==> src/rtl/ps2_pkg.sv <==
// Shared scan-code constants, command encodings and parser states for the
// PS/2 command sequencer.
package ps2_pkg;

    localparam logic [7:0] H_KEY    = 8'h33;
    localparam logic [7:0] S_KEY    = 8'h1B;
    localparam logic [7:0] D_KEY    = 8'h23;
    localparam logic [7:0] BRK_CODE = 8'hF0;
    localparam logic [7:0] EXT_CODE = 8'hE0;

    localparam logic [1:0] CMD_HIT   = 2'd0;
    localparam logic [1:0] CMD_STAND = 2'd1;
    localparam logic [1:0] CMD_DEAL  = 2'd2;

    typedef enum logic [1:0] {
        ST_IDLE      = 2'd0,
        ST_BREAK     = 2'd1,
        ST_EXT       = 2'd2,
        ST_EXT_BREAK = 2'd3
    } parser_state_t;

    // {is_command_key, command}; the command doubles as the held-bit index.
    function automatic logic [2:0] key_decode(input logic [7:0] code);
        case (code)
            H_KEY:   key_decode = {1'b1, CMD_HIT};
            S_KEY:   key_decode = {1'b1, CMD_STAND};
            D_KEY:   key_decode = {1'b1, CMD_DEAL};
            default: key_decode = {1'b0, 2'b00};
        endcase
    endfunction

endpackage

==> src/rtl/ps2_cmd_fifo.sv <==
// Small synchronous command FIFO; push while full is honoured only when a pop
// happens in the same cycle.
module ps2_cmd_fifo #(
    parameter int DEPTH = 4
) (
    input  logic       clk,
    input  logic       rst_n,
    input  logic       flush,
    input  logic       push,
    input  logic [1:0] push_data,
    input  logic       pop,
    output logic       full,
    output logic       empty,
    output logic [1:0] head
);
    localparam int AW = $clog2(DEPTH);

    logic [1:0]  mem_r [DEPTH];
    logic [AW-1:0] wr_ptr_r;
    logic [AW-1:0] rd_ptr_r;
    logic [AW:0]   count_r;
    logic          do_pop_s;
    logic          do_push_s;

    assign empty     = (count_r == (AW+1)'(0));
    assign full      = (count_r == (AW+1)'(DEPTH));
    assign head      = mem_r[rd_ptr_r];
    assign do_pop_s  = pop & ~empty;
    assign do_push_s = push & (~full | do_pop_s);

    // Storage, pointers and occupancy; flush wins over push/pop.
    always_ff @(posedge clk or negedge rst_n) begin
        if (!rst_n) begin
            for (int i = 0; i < DEPTH; i++) mem_r[i] <= 2'b00;
            wr_ptr_r <= '0;
            rd_ptr_r <= '0;
            count_r  <= '0;
        end else if (flush) begin
            wr_ptr_r <= '0;
            rd_ptr_r <= '0;
            count_r  <= '0;
        end else begin
            if (do_push_s) begin
                mem_r[wr_ptr_r] <= push_data;
                wr_ptr_r        <= wr_ptr_r + AW'(1);
            end
            if (do_pop_s) rd_ptr_r <= rd_ptr_r + AW'(1);
            case ({do_push_s, do_pop_s})
                2'b10:   count_r <= count_r + (AW+1)'(1);
                2'b01:   count_r <= count_r - (AW+1)'(1);
                default: count_r <= count_r;
            endcase
        end
    end

endmodule

==> src/rtl/ps2_cmd_sequencer.sv <==
// Turns a PS/2 set-2 byte stream into queued HIT/STAND/DEAL commands,
// suppressing typematic repeats by tracking which keys are held.
module ps2_cmd_sequencer
    import ps2_pkg::*;
#(
    parameter int FIFO_DEPTH  = 4,
    parameter int TIMEOUT_CYC = 2500000
) (
    input  logic       CLOCK_50,
    input  logic       resetn,
    input  logic [7:0] rx_data,
    input  logic       rx_en,
    input  logic       flush,
    input  logic       cmd_ready,
    output logic       cmd_valid,
    output logic [1:0] cmd_code,
    output logic [2:0] held,
    output logic       overflow,
    output logic [7:0] last_code
);
    localparam int CW = $clog2(TIMEOUT_CYC + 1);

    parser_state_t state_r, state_n;
    logic [2:0]    held_r, held_n;
    logic          overflow_r;
    logic [7:0]    last_code_r;
    logic [CW-1:0] tmo_cnt_r;
    logic          tmo_hit_s;
    logic [2:0]    dec_s;
    logic          key_hit_s;
    logic [1:0]    key_idx_s;
    logic          push_s;
    logic          pop_s;
    logic          full_s;
    logic          empty_s;

    assign dec_s     = key_decode(rx_data);
    assign key_hit_s = dec_s[2];
    assign key_idx_s = dec_s[1:0];
    assign tmo_hit_s = (tmo_cnt_r == CW'(TIMEOUT_CYC - 1));
    assign pop_s     = ~empty_s & cmd_ready;

    // Parser state register.
    always_ff @(posedge CLOCK_50 or negedge resetn) begin
        if (!resetn) begin
            state_r <= ST_IDLE;
            held_r  <= 3'b000;
        end else begin
            state_r <= state_n;
            held_r  <= held_n;
        end
    end

    // Prefix parsing, held-key tracking and command generation.
    always_comb begin
        state_n = state_r;
        held_n  = held_r;
        push_s  = 1'b0;
        if (flush) begin
            state_n = ST_IDLE;
            held_n  = 3'b000;
        end else if (rx_en) begin
            case (state_r)
                ST_IDLE: begin
                    if (rx_data == BRK_CODE) begin
                        state_n = ST_BREAK;
                    end else if (rx_data == EXT_CODE) begin
                        state_n = ST_EXT;
                    end else if (key_hit_s && !held_r[key_idx_s]) begin
                        held_n[key_idx_s] = 1'b1;
                        push_s            = 1'b1;
                    end else begin
                        state_n = ST_IDLE;
                    end
                end
                ST_BREAK: begin
                    state_n = ST_IDLE;
                    if (key_hit_s) held_n[key_idx_s] = 1'b0;
                    else           held_n = held_r;
                end
                ST_EXT: begin
                    if (rx_data == BRK_CODE) state_n = ST_EXT_BREAK;
                    else                     state_n = ST_IDLE;
                end
                ST_EXT_BREAK: state_n = ST_IDLE;
                default:      state_n = ST_IDLE;
            endcase
        end else if (state_r != ST_IDLE && tmo_hit_s) begin
            state_n = ST_IDLE;
        end else begin
            state_n = state_r;
        end
    end

    // Idle counter that abandons a dangling F0/E0 prefix.
    always_ff @(posedge CLOCK_50 or negedge resetn) begin
        if (!resetn) begin
            tmo_cnt_r <= '0;
        end else if (flush || rx_en || state_r == ST_IDLE || tmo_hit_s) begin
            tmo_cnt_r <= '0;
        end else begin
            tmo_cnt_r <= tmo_cnt_r + CW'(1);
        end
    end

    // Sticky overflow and debug copy of the last non-prefix byte.
    always_ff @(posedge CLOCK_50 or negedge resetn) begin
        if (!resetn) begin
            overflow_r  <= 1'b0;
            last_code_r <= 8'h00;
        end else if (flush) begin
            overflow_r  <= 1'b0;
        end else begin
            if (push_s && full_s && !pop_s) overflow_r <= 1'b1;
            if (rx_en && rx_data != BRK_CODE && rx_data != EXT_CODE) last_code_r <= rx_data;
        end
    end

    ps2_cmd_fifo #(.DEPTH(FIFO_DEPTH)) u_fifo (
        .clk       (CLOCK_50),
        .rst_n     (resetn),
        .flush     (flush),
        .push      (push_s),
        .push_data (key_idx_s),
        .pop       (pop_s),
        .full      (full_s),
        .empty     (empty_s),
        .head      (cmd_code)
    );

    assign cmd_valid = ~empty_s;
    assign held      = held_r;
    assign overflow  = overflow_r;
    assign last_code = last_code_r;

endmodule

==> config.mk <==
export PLATFORM = sky130hd
export DESIGN_NAME = ps2_cmd_sequencer
export DESIGN_NICKNAME = d
export VERILOG_FILES = /design/src/rtl/ps2_pkg.sv /design/src/rtl/ps2_cmd_fifo.sv /design/src/rtl/ps2_cmd_sequencer.sv
export SDC_FILE = /design/constraint.sdc
export NUM_CORES = 1
export LEC_CHECK = 0
export CAP_MARGIN = 20
export CORE_MARGIN = 3
export CORE_UTILIZATION = 60
export DETAILED_ROUTE_END_ITERATION = 7
export GPL_ROUTABILITY_DRIVEN = 1
export PLACE_DENSITY = 0.84
export SKIP_CTS_REPAIR_TIMING = 1
export SYNTH_ARGS = -nofsm -noshare
export SYNTH_HDL_FRONTEND = slang
export SYNTH_SLANG_ARGS = --single-unit
==> constraint.sdc <==
create_clock -name CLOCK_50 -period 6.3 [get_ports CLOCK_50]
set_input_delay 0.63 -clock CLOCK_50 [delete_from_list [all_inputs] [get_ports CLOCK_50]]
set_output_delay 0.63 -clock CLOCK_50 [all_outputs]
set_load 0.05 [all_outputs]
# After elaboration in Yosys (flattened, before gate mapping)
# Index checks and enable logic that the tools add are counted.
totals:
  wordCells: 122
  reg_bits: 51
  output_inout_bits: 15
op_classes:
  n_addsub: 5
  eq_ne: 19
  n_bitwise: 12
  order_cmp: 5
  n_reduce_logical: 28
  mux: 41
op_table:
  columns: ["operator", "count"]
  rows:
  - ["2-bit 2-to-1 mux", 14]
  - ["22-bit by 1-bit adder with 22-bit output (second input constant)", 1]
  - ["22-bit equality test (second input constant)", 1]
  - ["22-bit 2-to-1 mux", 1]
  - ["3-bit 2-to-1 mux", 7]
  - ["8-bit by 6-bit equality test with 1-bit output (second input constant)", 2]
  - ["8-bit equality test (second input constant)", 2]
  - ["8-bit inequality test (second input constant)", 2]
  - ["3-bit inequality test (second input constant)", 4]
  - ["3-bit case mux with 2 select lines", 2]
  - ["1-bit 2-to-1 mux", 10]
  - ["2-bit nonzero test", 5]
  - ["3-bit case mux with 3 select lines", 1]
  - ["3-bit nonzero test", 3]
  - ["8-bit bitwise mux", 1]
  - ["8-bit by 5-bit equality test with 1-bit output (second input constant)", 1]
  - ["1-bit logical AND", 8]
  - ["2-bit equality test (second input constant)", 3]
  - ["3-bit greater-or-equal comparator (second input constant)", 2]
  - ["6-bit inequality test (second input constant)", 1]
  - ["2-bit NOT with 3-bit output", 2]
  - ["2-bit case mux with 3 select lines", 1]
  - ["2-bit AND reduction", 3]
  - ["6-bit AND reduction", 1]
  - ["23 further kinds", 32]

# Longest topological paths before layout
# Gate-level depths: netlist (run 1).
depth:
  ltp_word: 16
  ltp_mapped: 9

# Cells and area by module
# A second synthesis (run 1) with hierarchy kept.
hier_totals:
  cells_unflattened: 272
  hier_area_um2: 2861.5
by_module_without_submodules:
  columns: ["module", "cells_per_inst", "n_inst", "seq_area_each_um2", "area_each_um2"]
  rows:
  - ["ps2_cmd_sequencer", 188, 1, 900.9, 1894.3]
  - ["ps2_cmd_fifo", 84, 1, 375.4, 967.2]

# Least setup slack after synthesis (run 1)
# OpenSTA, ideal clock, no wires.
synth_path:
  path_type: "input -> register"
  from: "in rx_data[0]"
  to: "reg u_fifo.count_r[2]"
  path_slack_ns: 3.310
  t_required_ns: 6.172
  setup_time_ns: 0.128
  stages: 8
  t_arrival_ns: 2.863
  cell_sequence: "nand4bb_1 a2111oi_4 a2111oi_4 nand2b_1 fa_1 or3_1 mux2i_1 mux2_1"
synth_via:
  elab_chain_cells: 16
  word_cells_on_any_way: 22
  classes_between: "eq/ne: 7; mux: 11; bitwise: 1; reduce/logical: 3"
synth_lines:
  columns: ["element", "line", "rtl"]
  rows:
  - ["start, declared", "ps2_cmd_sequencer.sv:11", "input logic [7:0] rx_data,"]
  - ["8-bit by 6-bit equality test with 1-bit output / 8-bit by 5-bit equality test with 1-bit output (equally long branches)", "ps2_pkg.sv:24", "case (code)"]
  - ["3-bit case mux with 3 select lines", "ps2_pkg.sv:24", null]
  - ["1-bit binary-select mux with 2-bit select", "ps2_cmd_sequencer.sv:69", "end else if (key_hit_s && !held_r[key_idx_s]) begin"]
  - ["1-bit 2-to-1 mux (implied by the code)", "ps2_cmd_sequencer.sv:69", null]
  - ["1-bit zero test", "ps2_cmd_sequencer.sv:69", null]
  - ["1-bit logical AND", "ps2_cmd_sequencer.sv:69", null]
  - ["1-bit 2-to-1 mux", "ps2_cmd_sequencer.sv:69", null]
  - ["1-bit 2-to-1 mux", "ps2_cmd_sequencer.sv:67", "end else if (rx_data == EXT_CODE) begin"]
  - ["1-bit 2-to-1 mux *", "ps2_cmd_sequencer.sv:65", "if (rx_data == BRK_CODE) begin"]
  - ["1-bit 2-to-1 mux *", "ps2_cmd_sequencer.sv:63", "case (state_r)"]
  - ["1-bit 2-to-1 mux *", "ps2_cmd_sequencer.sv:62", "end else if (rx_en) begin"]
  - ["1-bit 2-to-1 mux *", "ps2_cmd_sequencer.sv:59", "if (flush) begin"]
  - ["1-bit AND *", "ps2_cmd_fifo.sv:29", "assign do_push_s = push & (~full | do_pop_s);"]
  - ["2-bit by 1-bit equality test with 1-bit output / 2-bit equality test (equally long branches)", "ps2_cmd_fifo.sv:48", "case ({do_push_s, do_pop_s})"]
  - ["3-bit case mux with 2 select lines", "ps2_cmd_fifo.sv:48", null]
  - ["3-bit 2-to-1 mux", "ps2_cmd_fifo.sv:38", "end else if (flush) begin"]
  - ["end signal, assigned", "ps2_cmd_fifo.sv:49", "2'b10: count_r <= count_r + (AW+1)'(1);"]
  - ["end signal, assigned", "ps2_cmd_fifo.sv:50", "2'b01: count_r <= count_r - (AW+1)'(1);"]
  - ["end signal, assigned", "ps2_cmd_fifo.sv:51", "default: count_r <= count_r;"]
  - ["end, declared", "ps2_cmd_fifo.sv:21", "logic [AW:0] count_r;"]
# Mark *: on every way between the ends. The rest lies on a longest branch, timed or not. The select of a mux whose other input is x is not followed.
# A chain may end at the register's enable or synchronous reset.

# Worst setup path in the final report (run 1)
layout_path:
  from: "in rx_data[1]"
  to: "reg u_fifo.count_r[2]"
# Same word-level chain as after synthesis.

==> impl_metrics.toml, run 1 <==
[status]
status = "complete, no violations"

[cts]
cts-buffers-inserted = 5
total_number_of_h_tree_levels = 2
clk_path_buf_depth = 2
clkLatencyLatePin_ns = 0.31
cts-root-buf = "sky130_fd_sc_hd__clkbuf_8"
clock_tree_from_tritoncts = "done"
clock_transition_at_path_regs_ns = 0.09
clock_tree_sinks = 51

[detailed_routing]
wl_per_cell_um = 16.2
highest-signal-layer = "met4"
routed_via_density = 6.07
postRouteAntennaNets = 0
dr_wl_met3_um = 290
detailedRoute.firstPassIterationCount = 4
dr_iter_0_viols = 143
num_vias = 2009
route.met2.wl_um = 2520
detail_route.drc_violations = 0
wirelength_routed_um = 5380
met1Wirelength_um = 2500

[yosys]
ys_seq_elements = 51
postSynth.topFlopCell = "sky130_fd_sc_hd__dfrtp_1"
yosysTopAreaCellShare_pct = 47.0
syn-mean-instance-area_um2 = 10.8
yosys_warnings = 0
synth_edf_count = 0
netlist_top_cells_area = "sky130_fd_sc_hd__dfrtp_1 47%, sky130_fd_sc_hd__mux2_2 6.2%, sky130_fd_sc_hd__nor2_1 5.7%"
syn-num-nets = 271
syn_inst = 252
synth-async-reset-ratio_pct = 100
share_of_synthesized_area_occupied_by_flip_flops_and_latches_pct = 47.0
cell_type_with_the_largest_total_area_after_synthesis = "sky130_fd_sc_hd__dfrtp_1"
synthMostInstantiatedCell = "sky130_fd_sc_hd__dfrtp_1"
yosys.cell_types.count = 50
synth.top_cells.by_count = "51 x sky130_fd_sc_hd__dfrtp_1, 41 x sky130_fd_sc_hd__nor2_1, 16 x sky130_fd_sc_hd__xor2_1, 15 x sky130_fd_sc_hd__mux2_2, 14 x sky130_fd_sc_hd__nand3_1"
post_synth_instance_area_um2 = 2710

[cells_and_area]
area.sequential_um2 = 1280
multiInputGateArea_um2 = 1360
final_cell_count_without_fillers = 331
nFillCells = 286
flow.area_growth_from_synthesis_pct = 15.3
drive_gt1_share_pct = 13.5
post-route-cell-area_um2 = 3130
fin_nets = 299
diodes = 0

[global_routing]
grt_start_max_net_pins = 52
antenna_violations_before_repair = 0
grt_pass1_vias = 1950
global_route_wire_length_before_repair_um = 9030
all_layer_global_routing_usage_pct = 21.9
grt_overflow_total = 0

[sta]
worst_hold_slack_after_final_layout_ns = 0.415
worst_slew_pin_slew_ns = 0.885
number_of_endpoints_with_negative_hold_slack_in_the_final_report = 0
finalSetupTns_ns = 0
final_max_slew_viol_count = 0
final_worst_path_cycle_share_pct = 53.4
grt_setup_unrepaired = "no"
relative_max_transition_margin_pct = 40.6
fmax_mhz = 297
shortest_period_the_worst_path_allows_ns = 3.37
timing.final.setup_violations = 0
timing.clock.skew_ns = 0.00986

[power_and_ir_drop]
switchingPower_uw = 189
p_comb_share_pct = 17.3
seq_power_share_pct = 51.6
clock_power_share_pct = 31.1
switching_share_pct = 28.2
power_per_cell_area_nw_per_um2 = 215
vdd_ir_drop_max_mv = 0.193
total_leakage_power_uw = 0.00124
power.total_uw = 671
design_internal_power_uw = 482

[floorplan]
io_pins = 28
die_h_um = 73.2
floorplan.initialDensity_pct = 65.0
die_area_um2 = 5360
core_um2 = 4170
standard_cell_row_count = 23
die_w_um = 73.2

[worst_setup_path]
critical_path_peak_fanout = 6
critical_setup_path_kind = "primary input to flop"
worst-endpoint-required_ns = 6.50
critPathLaunchType = "primary input"
critical_path.endpoint_type = "flop"
arrival_ns = 3.57

[min_path]
hold_class = "primary input to asynchronous set/reset pin"

[placement]
place.detailed.hpwl_um = 3890
dpl_cell_area_um2 = 3020
routability_congestion_estimate_from_global_placement = 0.936
buffer_ports.inserted = 27
place.detailed.instances = 323

[flow_run]
max_cap_viol_count = 0
## metrics by stage
stage | worst slack [ns] | util, %
2_1_floorplan | 3.31 | -
3_3_place_gp | 2.68 | 72.4
3_5_place_dp | 2.58 | 72.4
4_1_cts | 2.92 | 74.9
5_1_grt | 2.78 | 74.9
6_report | 2.93 | 74.9
## power by group through the flow
stage,registers (µW),logic (µW),clock network (µW)
floorplan,379,45.1,0
global placement,352,114,0
detailed placement,353,116,0
CTS,347,117,213
global route,348,124,228
finish,346,116,209
## cells by family (layout without fill, tap and decap cells)
| logic type | count (synthesis) | count (layout) | synth area share, % |
|---|---|---|---|
| muxes | 24 | 24 | 10.7 |
| adders and majority gates | 6 | 6 | 3.04 |
| and+or+nand+nor | 111 | 111 | 22.2 |
| xor gates and xnor gates | 23 | 23 | 7.43 |
| DFF | 51 | 51 | 47.0 |
| buffers and inverters | 19 | 48 | 2.72 |
| AOI/OAI and AO/OA | 18 | 18 | 6.87 |
## placed cells by master (no fill, tap or decap), drive strengths merged, types with 4 or more instances in the layout
cell,count
dfrtp,51
nor3,6
xnor2,7
nand2b,4
clkdlybuf4s50,26
clkbuf,7
xor2,16
mux2,19
nand2,13
nand4,9
nand3,14
ha,5
nor2,41
nor4,4
nor4b,5
inv,11
## sequential cells by signal, indices dropped and copies added (netlist names)
register         count
held                 3
last_code            8
overflow             1
state_r              2
tmo_cnt_r           22
u_fifo.count_r       3
u_fifo.mem_r         8
u_fifo.rd_ptr_r      2
u_fifo.wr_ptr_r      2
## metal layers
| metal | vias to the layer above | GRT usage (%) |
|---|---|---|
| met2 | 63 | 35.0 |
| met4 | 0 | 5.53 |
| met3 | 7 | 5.37 |
| met1 | 997 | 30.0 |
| met5 | - | 0 |
| li1 | 942 | - |
## worst paths after layout
path / start / cells past startpoint / slack [ns] / endpoint
worst min register to register: tmo_cnt_r[0]$_DFF_PN0_ / 1 / 0.50 / tmo_cnt_r[0]$_DFF_PN0_
worst min-delay path: resetn / 2 / 0.41 / tmo_cnt_r[0]$_DFF_PN0_
max in group asynchronous: resetn / 2 / 5.46 / u_fifo.mem_r[4]$_DFFE_PN0P_
worst max-delay path: rx_data[1] / 9 / 2.93 / u_fifo.count_r[2]$_DFFE_PN0P_
worst max register to register: held[2]$_DFFE_PN0P_ / 8 / 3.76 / u_fifo.count_r[2]$_DFFE_PN0P_
min in group CLOCK_50: tmo_cnt_r[0]$_DFF_PN0_ / 1 / 0.50 / tmo_cnt_r[0]$_DFF_PN0_
## worst max-delay path: stages
cell	delay (ns)
sky130_fd_sc_hd__clkdlybuf4s50_1	0.51
sky130_fd_sc_hd__nand4bb_1	0.36
sky130_fd_sc_hd__a2111oi_4	0.52
sky130_fd_sc_hd__a2111oi_4	0.13
sky130_fd_sc_hd__nand2b_1	0.19
sky130_fd_sc_hd__fa_1	0.39
sky130_fd_sc_hd__or3_1	0.37
sky130_fd_sc_hd__mux2i_1	0.15
sky130_fd_sc_hd__mux2_1	0.33
## final cells by class
class                      instances  share of cell area [%]
clock buffer                       7                    3.08
timing repair buffer              29                    8.96
clock inverter                     1                   0.240
inverter                          11                    1.32
tap                               50                    2.00
multi-input combinational        182                    43.6
sequential                        51                    40.8
No activity file was read; power rests on OpenSTA's default activity.
==> run 2: changes to the inputs <==
Settings changed: CORE_UTILIZATION 60 to 56, PLACE_DENSITY 0.84 to 0.79.
Clock period 6.3 ns to 3.15 ns, I/O delays scaled along.
==> impl_metrics.toml, run 2 (same netlist as run 1, synthesis figures left out) <==
[status]
status = "complete, no violations"

[sta]
timing.clock.skew_ns = 0.00831
final_max_slew_viol_count = 0
final_worst_path_cycle_share_pct = 91.4
relative_max_transition_margin_pct = 39.2
worst_slew_pin_slew_ns = 0.905
timing.final.setup_violations = 0
grt_setup_unrepaired = "no"
worst_hold_slack_after_final_layout_ns = 0.0243
shortest_period_the_worst_path_allows_ns = 2.88
timing.final.ws_setup_ns = 0.271
fmax_mhz = 347
number_of_endpoints_with_negative_hold_slack_in_the_final_report = 0

[global_routing]
all_layer_global_routing_usage_pct = 22.0
global_route_wire_length_before_repair_um = 9600
grt_overflow_total = 0
grt_pass1_vias = 2080
antenna_violations_before_repair = 0
grt_start_max_net_pins = 31

[floorplan]
io_pins = 28
die_area_um2 = 5720
floorplan.initialDensity_pct = 60.2
core_um2 = 4500
die_w_um = 75.6
standard_cell_row_count = 24
die_h_um = 75.6

[detailed_routing]
wl_per_cell_um = 16.0
num_vias = 2004
detailedRoute.firstPassIterationCount = 4
detail_route.drc_violations = 0
wirelength_routed_um = 5550
dr_iter_0_viols = 103
routed_via_density = 5.79
postRouteAntennaNets = 0

[cells_and_area]
registers.top_by_ff_count = "tmo_cnt_r"
most_common_cell_after_layout_fill_and_taps_aside = "sky130_fd_sc_hd__dfrtp_1"
final_cell_count_without_fillers = 346
final_core_utilization_pct = 71.9
leading_cell_types_in_the_layout_fill_and_taps_excluded = "51 x sky130_fd_sc_hd__dfrtp_1, 41 x sky130_fd_sc_hd__nor2_1, 26 x sky130_fd_sc_hd__clkdlybuf4s50_1, 16 x sky130_fd_sc_hd__xor2_1"
drive_gt1_share_pct = 17.3
nFillCells = 340
max_ffs_per_register = 22
flow.area_growth_from_synthesis_pct = 19.5
fin_nets = 312
diodes = 0

[placement]
place_worst_setup_slack_ns = -0.0550
place.detailed.instances = 338
routability_congestion_estimate_from_global_placement = 0.884
place.detailed.hpwl_um = 4110
buffer_ports.inserted = 27

[power_and_ir_drop]
switchingPower_uw = 379
power_per_cell_area_nw_per_um2 = 434
design_internal_power_uw = 1030
switching_share_pct = 26.9
p_comb_share_pct = 17.1
power.total_uw = 1410
total_leakage_power_uw = 0.00132
vdd_ir_drop_max_mv = 0.365
clock_power_share_pct = 33.6
seq_power_share_pct = 49.2

[cts]
cts-root-buf = "sky130_fd_sc_hd__clkbuf_8"
clk_path_buf_depth = 2
total_number_of_h_tree_levels = 2
clock_transition_at_path_regs_ns = 0.10
cts-buffers-inserted = 5
clock_tree_sinks = 51
clock_tree_from_tritoncts = "done"
clkLatencyLatePin_ns = 0.31

[worst_setup_path]
worst_r2r_startpoint = "held[2]$_DFFE_PN0P_"
critical_path_peak_fanout = 3
arrival_ns = 3.07
critPathLaunchType = "primary input"
timing.rr.end = "u_fifo.count_r[2]$_DFFE_PN0P_"
rrSetupSlack_ns = 0.67
critical_path.endpoint_type = "flop"
worst_r2r_path_depth = 8
worst-endpoint-required_ns = 3.34
critical_setup_path_kind = "primary input to flop"

[flow_run]
max_cap_viol_count = 0

[min_path]
hold_class = "primary input to asynchronous set/reset pin"
## run 2: cell count changes in the layout (fill, tap and decap cells not counted)
cell / delta
sky130_fd_sc_hd__buf_4: +13
sky130_fd_sc_hd__bufinv_16: +1
sky130_fd_sc_hd__clkbuf_8: -1
sky130_fd_sc_hd__clkinv_2: +1
sky130_fd_sc_hd__clkinvlp_4: -1
## run 2: cell type report
class | count | area (µm²) | share of cell area (%)
clock buffer | 6 | 82.6 | 2.55
inverter | 11 | 41.3 | 1.27
sequential | 51 | 1280 | 39.4
tap | 52 | 65.1 | 2.01
timing repair buffer | 42 | 378 | 11.7
clock inverter | 2 | 35.0 | 1.08
multi-input combinational | 182 | 1360 | 42.0
## run 2: power by group through the flow
stage / Combinational [µW] / Clock, µW / Sequential (µW)
global route: 257 / 512 / 697
global placement: 239 / 0 / 704
finish: 241 / 473 / 693
detailed placement: 243 / 0 / 705
floorplan: 90.1 / 0 / 758
CTS: 243 / 479 / 693
## run 2: worst max path at each step
stage,startpoint,endpoint,cells after the start
floorplan,held[2]$_DFFE_PN0P_,u_fifo.count_r[2]$_DFFE_PN0P_,8
global placement,rx_data[0],u_fifo.count_r[2]$_DFFE_PN0P_,9
detailed placement,rx_data[0],u_fifo.count_r[2]$_DFFE_PN0P_,9
CTS,rx_data[0],u_fifo.count_r[2]$_DFFE_PN0P_,9
global route,rx_data[1],u_fifo.count_r[2]$_DFFE_PN0P_,9
finish,rx_data[0],u_fifo.count_r[2]$_DFFE_PN0P_,9
## run 2: per-layer routing
metal / part of all wire [%] / track usage [%] / up-vias
met5: 0 / 0 / -
met4: 0.92 / 5.05 / 0
met3: 3.4 / 6.07 / 5
met2: 48 / 34.5 / 32
met1: 48 / 30.6 / 994
li1: - / - / 973
## run 2: through the flow
stage                     setup TNS, ns  cell area [µm²]
final                                 0             3240
after CTS                             0             3240
after global routing                  0             3240
after global placement                0             3120
after floorplan                       0             2710
after detailed placement        -0.0550             3120
## run 2: critical path, stage by stage
cell,delay [ns]
sky130_fd_sc_hd__clkdlybuf4s50_1,0.42
sky130_fd_sc_hd__nand4bb_1,0.32
sky130_fd_sc_hd__a2111oi_4,0.51
sky130_fd_sc_hd__a2111oi_4,0.10
sky130_fd_sc_hd__nand2b_1,0.17
sky130_fd_sc_hd__fa_1,0.38
sky130_fd_sc_hd__or3_1,0.37
sky130_fd_sc_hd__mux2i_1,0.15
sky130_fd_sc_hd__mux2_1,0.33
==> run 3: changes to the inputs <==
Settings changed: CORE_UTILIZATION 56 to 60, PLACE_DENSITY 0.79 to 0.84.
Clock period 3.15 ns to 3.4 ns, I/O delays scaled along.
==> impl_metrics.toml, run 3 (same netlist as run 1, synthesis figures left out) <==
[status]
status = "complete, no violations"

[sta]
finalSetupTns_ns = 0
timing.final.setup_violations = 0
relative_max_transition_margin_pct = 41.6
final_max_slew_viol_count = 0
worst_slew_pin_slew_ns = 0.870
number_of_endpoints_with_negative_hold_slack_in_the_final_report = 0
timing.clock.skew_ns = 0.00495
grt_setup_unrepaired = "no"
shortest_period_the_worst_path_allows_ns = 3.05
fmax_mhz = 327
final_worst_path_cycle_share_pct = 89.8

[power_and_ir_drop]
design_internal_power_uw = 926
p_comb_share_pct = 17.2
total_leakage_power_uw = 0.00127
switching_share_pct = 27.1
switchingPower_uw = 345
vdd_ir_drop_max_mv = 0.275
clock_power_share_pct = 32.3
power_per_cell_area_nw_per_um2 = 401
seq_power_share_pct = 50.5

[worst_setup_path]
critPathMaxStageDelay_ns = 0.57
worst_r2r_startpoint = "held[2]$_DFFE_PN0P_"
arrival_ns = 3.25
critical_path.endpoint_type = "flop"
critical_path_peak_fanout = 4
worst-endpoint-required_ns = 3.59
timing.critical_path.mode_cell = "sky130_fd_sc_hd__a2111oi_4"
timing.rr.end = "u_fifo.count_r[2]$_DFFE_PN0P_"
critPathLaunchType = "primary input"
cp_cell_sequence = "clkdlybuf4s50_1 > nand4bb_1 > a2111oi_4 > a2111oi_4 > nand2b_1 > fa_1 > or3_1 > mux2i_1 > mux2_1"
timing.critical_path.slowest_stage_cell = "sky130_fd_sc_hd__clkdlybuf4s50_1"
worst-path-buf-inv = 1
critical_setup_path_kind = "primary input to flop"
rrSetupSlack_ns = 0.86
worst_r2r_path_depth = 8
timing.critical_path.max_delay_family = "simple AND/OR/NAND/NOR gates"

[cells_and_area]
leading_cell_types_in_the_layout_fill_and_taps_excluded = "51 x sky130_fd_sc_hd__dfrtp_1, 41 x sky130_fd_sc_hd__nor2_1, 26 x sky130_fd_sc_hd__clkdlybuf4s50_1, 16 x sky130_fd_sc_hd__xor2_1, 15 x sky130_fd_sc_hd__mux2_2"
drive_gt1_share_pct = 14.7
max_ffs_per_register = 22
diodes = 0
flow.area_growth_from_synthesis_pct = 16.9
final_cell_count_without_fillers = 336
most_common_cell_after_layout_fill_and_taps_aside = "sky130_fd_sc_hd__dfrtp_1"
registers.top_by_ff_count = "tmo_cnt_r"
fin_nets = 305
final_core_utilization_pct = 76.0

[placement]
place.detailed.hpwl_um = 3900
place.detailed.instances = 329
routability_congestion_estimate_from_global_placement = 0.918
buffer_ports.inserted = 27

[floorplan]
core_um2 = 4170
die_w_um = 73.2
die_area_um2 = 5360
io_pins = 28
die_h_um = 73.2
floorplan.initialDensity_pct = 65.0
standard_cell_row_count = 23

[global_routing]
all_layer_global_routing_usage_pct = 22.9
grt_pass1_vias = 2100
grt_overflow_total = 0
global_route_wire_length_before_repair_um = 9500
antenna_violations_before_repair = 0
grt_start_max_net_pins = 32

[detailed_routing]
route.met2.wl_um = 2500
detail_route.drc_violations = 0
num_vias = 2001
highest-signal-layer = "met4"
dr_wl_met3_um = 252
detailedRoute.firstPassIterationCount = 4
postRouteAntennaNets = 0
wl_per_cell_um = 16.2
wirelength_routed_um = 5430
met1Wirelength_um = 2600
dr_iter_0_viols = 142
routed_via_density = 5.96

[flow_run]
max_cap_viol_count = 0

[cts]
clock_tree_from_tritoncts = "done"
clkLatencyLatePin_ns = 0.30
clock_tree_sinks = 51
clock_transition_at_path_regs_ns = 0.09
cts-root-buf = "sky130_fd_sc_hd__clkbuf_8"
cts-buffers-inserted = 5
total_number_of_h_tree_levels = 2
clk_path_buf_depth = 2

[min_path]
hold_class = "primary input to asynchronous set/reset pin"
## run 3: cell types whose count changed in the layout (fill, tap and decap cells not counted), sizes merged
cell | previous run | this run
buf | 16 | 9
clkinv | 1 | 0
## run 3: routing by layer
layer	vias to the layer above	track usage, %
li1	955	-
met1	974	32.5
met2	62	35.1
met3	10	4.82
met4	0	7.38
met5	-	0
## run 3: cell type report
cell class,instances,area (µm²)
clock buffer,6,72.6
clock inverter,1,30.0
fill,285,1000
inverter,11,41.3
multi-input combinational,182,1360
sequential,51,1280
tap,50,62.6
timing repair buffer,35,325
## run 3: power by group through the flow
| stage | Clock (µW) | Combinational, µW | Sequential [µW] |
|---|---|---|---|
| 2_1_floorplan | 0 | 83.5 | 702 |
| 3_3_place_gp | 0 | 216 | 653 |
| 6_report | 411 | 218 | 642 |
| 3_5_place_dp | 0 | 219 | 653 |
| 4_1_cts | 418 | 220 | 642 |
| 5_1_grt | 442 | 235 | 645 |
## run 3: worst max path at each step
stage	endpoint	startpoint	cells past startpoint
floorplan	u_fifo.count_r[2]$_DFFE_PN0P_	held[2]$_DFFE_PN0P_	8
global placement	u_fifo.count_r[2]$_DFFE_PN0P_	rx_data[7]	9
detailed placement	u_fifo.count_r[2]$_DFFE_PN0P_	rx_data[7]	9
CTS	u_fifo.count_r[2]$_DFFE_PN0P_	rx_data[7]	9
global route	u_fifo.count_r[2]$_DFFE_PN0P_	rx_data[7]	9
finish	u_fifo.count_r[2]$_DFFE_PN0P_	rx_data[7]	9
## run 3: stage by stage
step | area [µm²] | power [µW] | hold WS (ns) | setup slack (ns)
CTS | 3170 | 1280 | 0.0840 | 0.370
global placement | 3070 | 869 | 0.414 | 0.146
detailed placement | 3070 | 872 | 0.420 | 0.0388
finish | 3170 | 1270 | 0.0571 | 0.346
global route | 3170 | 1320 | 0.0969 | 0.212
floorplan | 2710 | 785 | 0.0444 | 0.634
